## src/rtl/fb_mem_arbiter.sv

```systemverilog
// Frame-buffer memory arbiter: shares one single-port synchronous RAM
// between a VGA pixel fetcher, a CPU port and a 32-bit word loader that
// writes its word as four byte beats. VGA always wins; the CPU can
// overtake the loader once it has been starved for eight cycles.
module fb_mem_arbiter #(
  parameter int ADDR_W = 18,
  parameter int DATA_W = 8
) (
  input  logic              clk,
  input  logic              reset,
  // VGA pixel-fetch read port
  input  logic              vga_req,
  input  logic [ADDR_W-1:0] vga_addr,
  output logic              vga_gnt,
  output logic              vga_rvalid,
  output logic [DATA_W-1:0] vga_rdata,
  // CPU read/write port
  input  logic              cpu_req,
  input  logic              cpu_we,
  input  logic [ADDR_W-1:0] cpu_addr,
  input  logic [DATA_W-1:0] cpu_wdata,
  output logic              cpu_gnt,
  output logic              cpu_rvalid,
  output logic [DATA_W-1:0] cpu_rdata,
  // Loader word-write port
  input  logic              ld_valid,
  input  logic [ADDR_W-1:0] ld_addr,
  input  logic [31:0]       ld_data,
  output logic              ld_ready,
  // RAM side
  output logic [ADDR_W-1:0] mem_addr,
  output logic              mem_we,
  output logic [DATA_W-1:0] mem_wdata,
  input  logic [DATA_W-1:0] mem_rdata
);

  typedef enum logic {LD_IDLE, LD_BURST} ld_state_e;

  localparam logic [1:0] TAG_NONE = 2'd0;
  localparam logic [1:0] TAG_VGA  = 2'd1;
  localparam logic [1:0] TAG_CPU  = 2'd2;

  ld_state_e         ld_state_q, ld_state_d;
  logic [ADDR_W-1:0] ld_addr_q;
  logic [31:0]       ld_data_q;
  logic [1:0]        beat_q;
  logic [3:0]        starve_q, starve_d;
  logic              ld_gnt;
  logic              ld_active;
  logic              cpu_boost;
  logic [7:0]        beat_byte;

  logic [ADDR_W-1:0] mem_addr_q, mem_addr_d;
  logic              mem_we_q, mem_we_d;
  logic [DATA_W-1:0] mem_wdata_q, mem_wdata_d;
  logic [1:0]        tag1_q, tag2_q, tag_d;
  logic [DATA_W-1:0] vga_hold_q, cpu_hold_q;

  // Loader FSM state register
  always_ff @(posedge clk or negedge reset) begin
    if (!reset) ld_state_q <= LD_IDLE;
    else        ld_state_q <= ld_state_d;
  end

  // Loader FSM next state: accept a word in IDLE, leave BURST after beat 3 is granted
  always_comb begin
    ld_state_d = ld_state_q;
    case (ld_state_q)
      LD_IDLE:  if (ld_valid && ld_ready) ld_state_d = LD_BURST;
      LD_BURST: if (ld_gnt && (beat_q == 2'd3)) ld_state_d = LD_IDLE;
      default:  ld_state_d = LD_IDLE;
    endcase
  end

  // Grants and loader handshake; everything is held off while reset is low
  always_comb begin
    ld_active = (ld_state_q == LD_BURST);
    cpu_boost = starve_q[3];
    vga_gnt   = reset & vga_req;
    cpu_gnt   = reset & cpu_req & ~vga_req & (~ld_active | cpu_boost);
    ld_gnt    = reset & ld_active & ~vga_req & ~(cpu_req & cpu_boost);
    ld_ready  = reset & ~ld_active;
  end

  // Loader word capture and beat counter; denied beats keep their index
  always_ff @(posedge clk or negedge reset) begin
    if (!reset) begin
      ld_addr_q <= '0;
      ld_data_q <= '0;
      beat_q    <= '0;
    end else if (ld_valid && ld_ready) begin
      ld_addr_q <= ld_addr;
      ld_data_q <= ld_data;
      beat_q    <= 2'd0;
    end else if (ld_gnt) begin
      beat_q    <= beat_q + 2'd1;
    end
  end

  // Starvation count: cleared by a CPU grant, saturates so it never wraps below 8
  always_comb begin
    starve_d = starve_q;
    if (cpu_gnt)                           starve_d = 4'd0;
    else if (cpu_req && (starve_q != 4'hF)) starve_d = starve_q + 4'd1;
  end

  // Starvation counter register
  always_ff @(posedge clk or negedge reset) begin
    if (!reset) starve_q <= 4'd0;
    else        starve_q <= starve_d;
  end

  // Memory command for the winner; address wraps naturally at 2^ADDR_W
  always_comb begin
    beat_byte   = ld_data_q[8*beat_q +: 8];
    mem_addr_d  = mem_addr_q;
    mem_wdata_d = mem_wdata_q;
    mem_we_d    = 1'b0;
    tag_d       = TAG_NONE;
    if (vga_gnt) begin
      mem_addr_d = vga_addr;
      tag_d      = TAG_VGA;
    end else if (cpu_gnt) begin
      mem_addr_d = cpu_addr;
      if (cpu_we) begin
        mem_we_d    = 1'b1;
        mem_wdata_d = cpu_wdata;
      end else begin
        tag_d = TAG_CPU;
      end
    end else if (ld_gnt) begin
      mem_addr_d  = ld_addr_q + ADDR_W'(beat_q);
      mem_we_d    = 1'b1;
      mem_wdata_d = DATA_W'(beat_byte);
    end
  end

  // Registered RAM command and two-stage read-owner tag pipeline
  always_ff @(posedge clk or negedge reset) begin
    if (!reset) begin
      mem_addr_q  <= '0;
      mem_we_q    <= 1'b0;
      mem_wdata_q <= '0;
      tag1_q      <= TAG_NONE;
      tag2_q      <= TAG_NONE;
    end else begin
      mem_addr_q  <= mem_addr_d;
      mem_we_q    <= mem_we_d;
      mem_wdata_q <= mem_wdata_d;
      tag1_q      <= tag_d;
      tag2_q      <= tag1_q;
    end
  end

  // Keep the last returned byte for each reader so rdata is stable between pulses
  always_ff @(posedge clk or negedge reset) begin
    if (!reset) begin
      vga_hold_q <= '0;
      cpu_hold_q <= '0;
    end else begin
      if (vga_rvalid) vga_hold_q <= mem_rdata;
      if (cpu_rvalid) cpu_hold_q <= mem_rdata;
    end
  end

  // Route RAM read data to its owner in the cycle it arrives
  always_comb begin
    vga_rvalid = (tag2_q == TAG_VGA);
    cpu_rvalid = (tag2_q == TAG_CPU);
    vga_rdata  = vga_rvalid ? mem_rdata : vga_hold_q;
    cpu_rdata  = cpu_rvalid ? mem_rdata : cpu_hold_q;
  end

  assign mem_addr  = mem_addr_q;
  assign mem_we    = mem_we_q;
  assign mem_wdata = mem_wdata_q;

endmodule

```

## config.mk

```make
export PLATFORM = sky130hd
export DESIGN_NAME = fb_mem_arbiter
export DESIGN_NICKNAME = d
export VERILOG_FILES = /design/src/rtl/fb_mem_arbiter.sv
export SDC_FILE = /design/constraint.sdc
export NUM_CORES = 1
export LEC_CHECK = 0
export CORE_MARGIN = 4
export CORE_UTILIZATION = 50
export CTS_CLUSTER_DIAMETER = 80
export CTS_CLUSTER_SIZE = 12
export DETAILED_ROUTE_END_ITERATION = 6
export PLACE_DENSITY = 0.91
export SLEW_MARGIN = 40
export SYNTH_ARGS = -nofsm -noshare
export SYNTH_HDL_FRONTEND = slang
export SYNTH_SLANG_ARGS = --single-unit
```

## constraint.sdc

```tcl
create_clock -name clk -period 5.3 [get_ports clk]
set_clock_uncertainty 0.05 [all_clocks]
set_input_delay 1.325 -clock clk [delete_from_list [all_inputs] [get_ports clk]]
set_output_delay 1.325 -clock clk [all_outputs]
set_load 0.01 [all_outputs]
```

==> impl_results.md <==
* Max Freq at 0.2432 GHz
* Vias in the first global route at 4149
* Worst-path cell chain: clkdlybuf4s50_1 -> nor2b_1 -> nand3_1 -> inv_2 -> clkdlybuf4s50_1
* Area contributors post-synth: dfrtp_1 (54%), nand2_1 (15%), mux2_2 (5.6%)
* Area after DPL at 6426 µm²
* Nets@finish at 741
* Setup Buffers After CTS at 0
* Placer congestion estimate at 0.8775
* Max-cap violations at 0
* Final Max Slew Viols at 0
* Fin crit share at 77.58%
* Critical path fanouts, max at 3
* Routed WL at 12.89 mm
* Num ports at 156
* PwrDens at 465.8 nW/µm²
* Leak at 3.022 nW
* Worst hold path depth at 0
* Syn_nets at 594
* Final Critical Period at 4.112 ns
* DIE AREA at 11240 µm²
* CP Data Required Time at 3.92 ns
* Syn avg cell area at 9.986 µm²
* R2r worst-path depth at 7
* Worst-skew pair later-pin latency at 0.36 ns
* YS warnings at 0
* Slowest cell on crit path: clkdlybuf4s50_1
* Met2 wire length at 6.474 mm
* Design area at 6621 µm²
* Fin. Hold Viols at 0
* Initial antenna violation count at 0
* Overall die width at 106.0 µm
* Ant diodes at 0
* Area delta synth->final at 37.85%
* Pre-antenna DRT Iters at 7
* Multi-input gate area at 2039 µm²
* Hold Path Sink: tag2_q[1]
* Peak supply drop at 0.2089 mV
* Pin count of the biggest net entering global routing at 58
* Setup slack after layout at 1.188 ns
* Worst-margin pin slew at 0.7872 ns
* FILL cells at 700
* #FFs+latches synth at 104
* Post-synthesis cell area at 4803 µm²
* Metal3 WL at 814 µm
* WL/cell at 16.94 µm
* Final ANT Viol Nets at 0
* Yosys top cell area share at 54.18%
* Total negative slack at 0 ns
* Netlist cell types at 44
* Reg2Reg Setup Slack at 2.63 ns
* First-pass GRT wire length at 20.85 mm
* Place WS at 1.208 ns
* H-tree depth at 3
* Relative slew margins at 47.42%
* DRT iter0 DRCs at 294
* Number of port buffers at 155
* Drt drc at 0
* Synth Flop Type: dfrtp_1
* Worst R2R End: mem_addr[14]
* Mapped Cells at 481
* Clock sink total at 104
* Clock Tree Buf Depth at 2
* Die Ht at 106.0 µm
* Post-synthesis async set-or-reset flop share at 100.0%
* Vias/cell at 5.315
* CTS clk-pin slew, worst paths at 0.10 ns
* CTS Hold Bufs at 0
* M1 wire length at 5.236 mm
* Final Setup Violations at 0
* Rows at 35
* RSZ-0062 raised after global routing: no
* Reg-to-reg startpoint: beat_q[0]
* Post-synthesis sequential area ratio at 54.18%
* Vias at 4045
* Initial core utilization at 51.74%
* Core Region at 9284 µm²
* Crit Path Class: input pin to primary output
* Max layer used: met4
* Dpl hpwl at 9.533 mm
* Crit end category: primary output
* Status: completed
* Crit path arrival time at 2.74 ns
* Share of cells above drive strength 1 at 9.968%
* CTS tree: done
* CP most frequent cell: clkdlybuf4s50_1
* TritonCTS Buffers at 9
* Min-delay src: tag1_q[1]
* Min-delay worst type: flop to flop
* Crit start category: input pin
* Clk Tree Root Cell: clkbuf_8
* Congestion Overflow GR at 0
* CTS resizes at 0
* Register area at 2603 µm²
* Cell taking the most area after synthesis: dfrtp_1
* All-layer global routing usage at 23.34%
* Post-synth EDFFs at 0
* Worst stage delay on the critical path at 0.53 ns
[where the power goes]
| group | leakage, nW | internal (mW) | switching [mW] | total (mW) |
|---|---|---|---|---|
| sequential | 1.29 | 1.11 | 0.257 | 1.37 |
| clock | 0.0985 | 0.229 | 0.268 | 0.497 |
| combinational | 1.64 | 0.662 | 0.554 | 1.22 |
[synth_stat cells (7+ instances only)]
master    count
a21oi_1       9
a222oi_1      7
clkbuf_1     17
dfrtp_1     104
mux2_2       24
mux4_2        8
nand2_1     188
nand3_1      10
nor2_1       16
o21ai_0      12
o21ai_1       9
xnor2_1       7
xor2_1       11
[flip-flops by register name (all words and copies together) (netlist names)]
signal / flops
beat_q: 2
cpu_hold_q: 8
ld_active: 1
ld_addr_q: 18
ld_data_q: 32
mem_addr: 18
mem_wdata: 8
mem_we: 1
starve_q: 4
tag1_q: 2
tag2_q: 2
vga_hold_q: 8
[routing by layer]
metal  global-route usage [%]  vias up
li1                         -     1891
met1                    29.58     1957
met3                    5.768       27
met4                    7.493        0
met5                        0        -
met2                    39.53      170
[worst max path at each step]
| stage | from | endpoint |
|---|---|---|
| global placement | vga_req | cpu_gnt |
| floorplan | reset | vga_gnt |
| detailed placement | vga_req | cpu_gnt |
| finish | vga_req | cpu_gnt |
| global route | vga_req | cpu_gnt |
| CTS | vga_req | cpu_gnt |
[stage by stage]
| stage | cells | total power [mW] | utilization (%) | hold WS (ns) |
|---|---|---|---|---|
| after detailed placement | 746 | 2.593 | 69.22 | 0.2881 |
| after global placement | 746 | 2.520 | 69.22 | 0.2845 |
| after CTS | 761 | 3.100 | 71.31 | 0.3029 |
| after global routing | 761 | 3.293 | 71.32 | 0.3131 |
| final | 761 | 3.084 | 71.32 | 0.3006 |
| after floorplan | 481 | 2.023 | - | 0.2812 |
[cells by family after synthesis]
family | Yosys count | share of synthesized area, %
mux | 33 | 9.586
flops | 104 | 54.18
compound gates | 52 | 7.059
fa+ha+maj | 5 | 1.459
buf+inv | 32 | 3.412
xor+xnor | 18 | 3.282
simple gates | 237 | 21.02
[area by class of cell]
| class | count | area share, % |
|---|---|---|
| tap | 129 | 2.438 |
| multi-input combinational | 345 | 30.80 |
| timing repair buffer | 162 | 24.19 |
| sequential | 104 | 39.30 |
| inverter | 6 | 0.3401 |
| clock buffer | 10 | 2.079 |
| clock inverter | 5 | 0.8503 |
[worst max-delay path: cells and delay by family]
kind,cells,cell delay (ns)
AND/OR/NAND/NOR,2,0.36
buffers and inverters,3,1.05
[placed cells by master, fill, tap and decap left out, types with 2 or more instances in the layout]
cell type	Yosys	layout
xnor2_1	7	7
nand4_1	2	2
o211ai_1	2	2
nand3_1	10	10
buf_4	0	8
nor3_1	2	2
clkbuf_8	3	10
o21ai_1	9	9
and3_1	4	4
o21ai_0	12	12
dfrtp_1	104	104
a21oi_1	9	9
a222oi_1	7	7
nand2_1	188	188
inv_1	5	5
clkdlybuf4s50_1	0	154
mux2_2	24	24
ha_1	4	4
a22oi_1	6	6
nor2_1	16	16
nor4b_2	2	2
clkinv_2	0	2
xor2_1	11	11
nor2b_1	3	3
mux4_2	8	8
nand2b_1	2	2
Power figures use the tool's default switching activity.
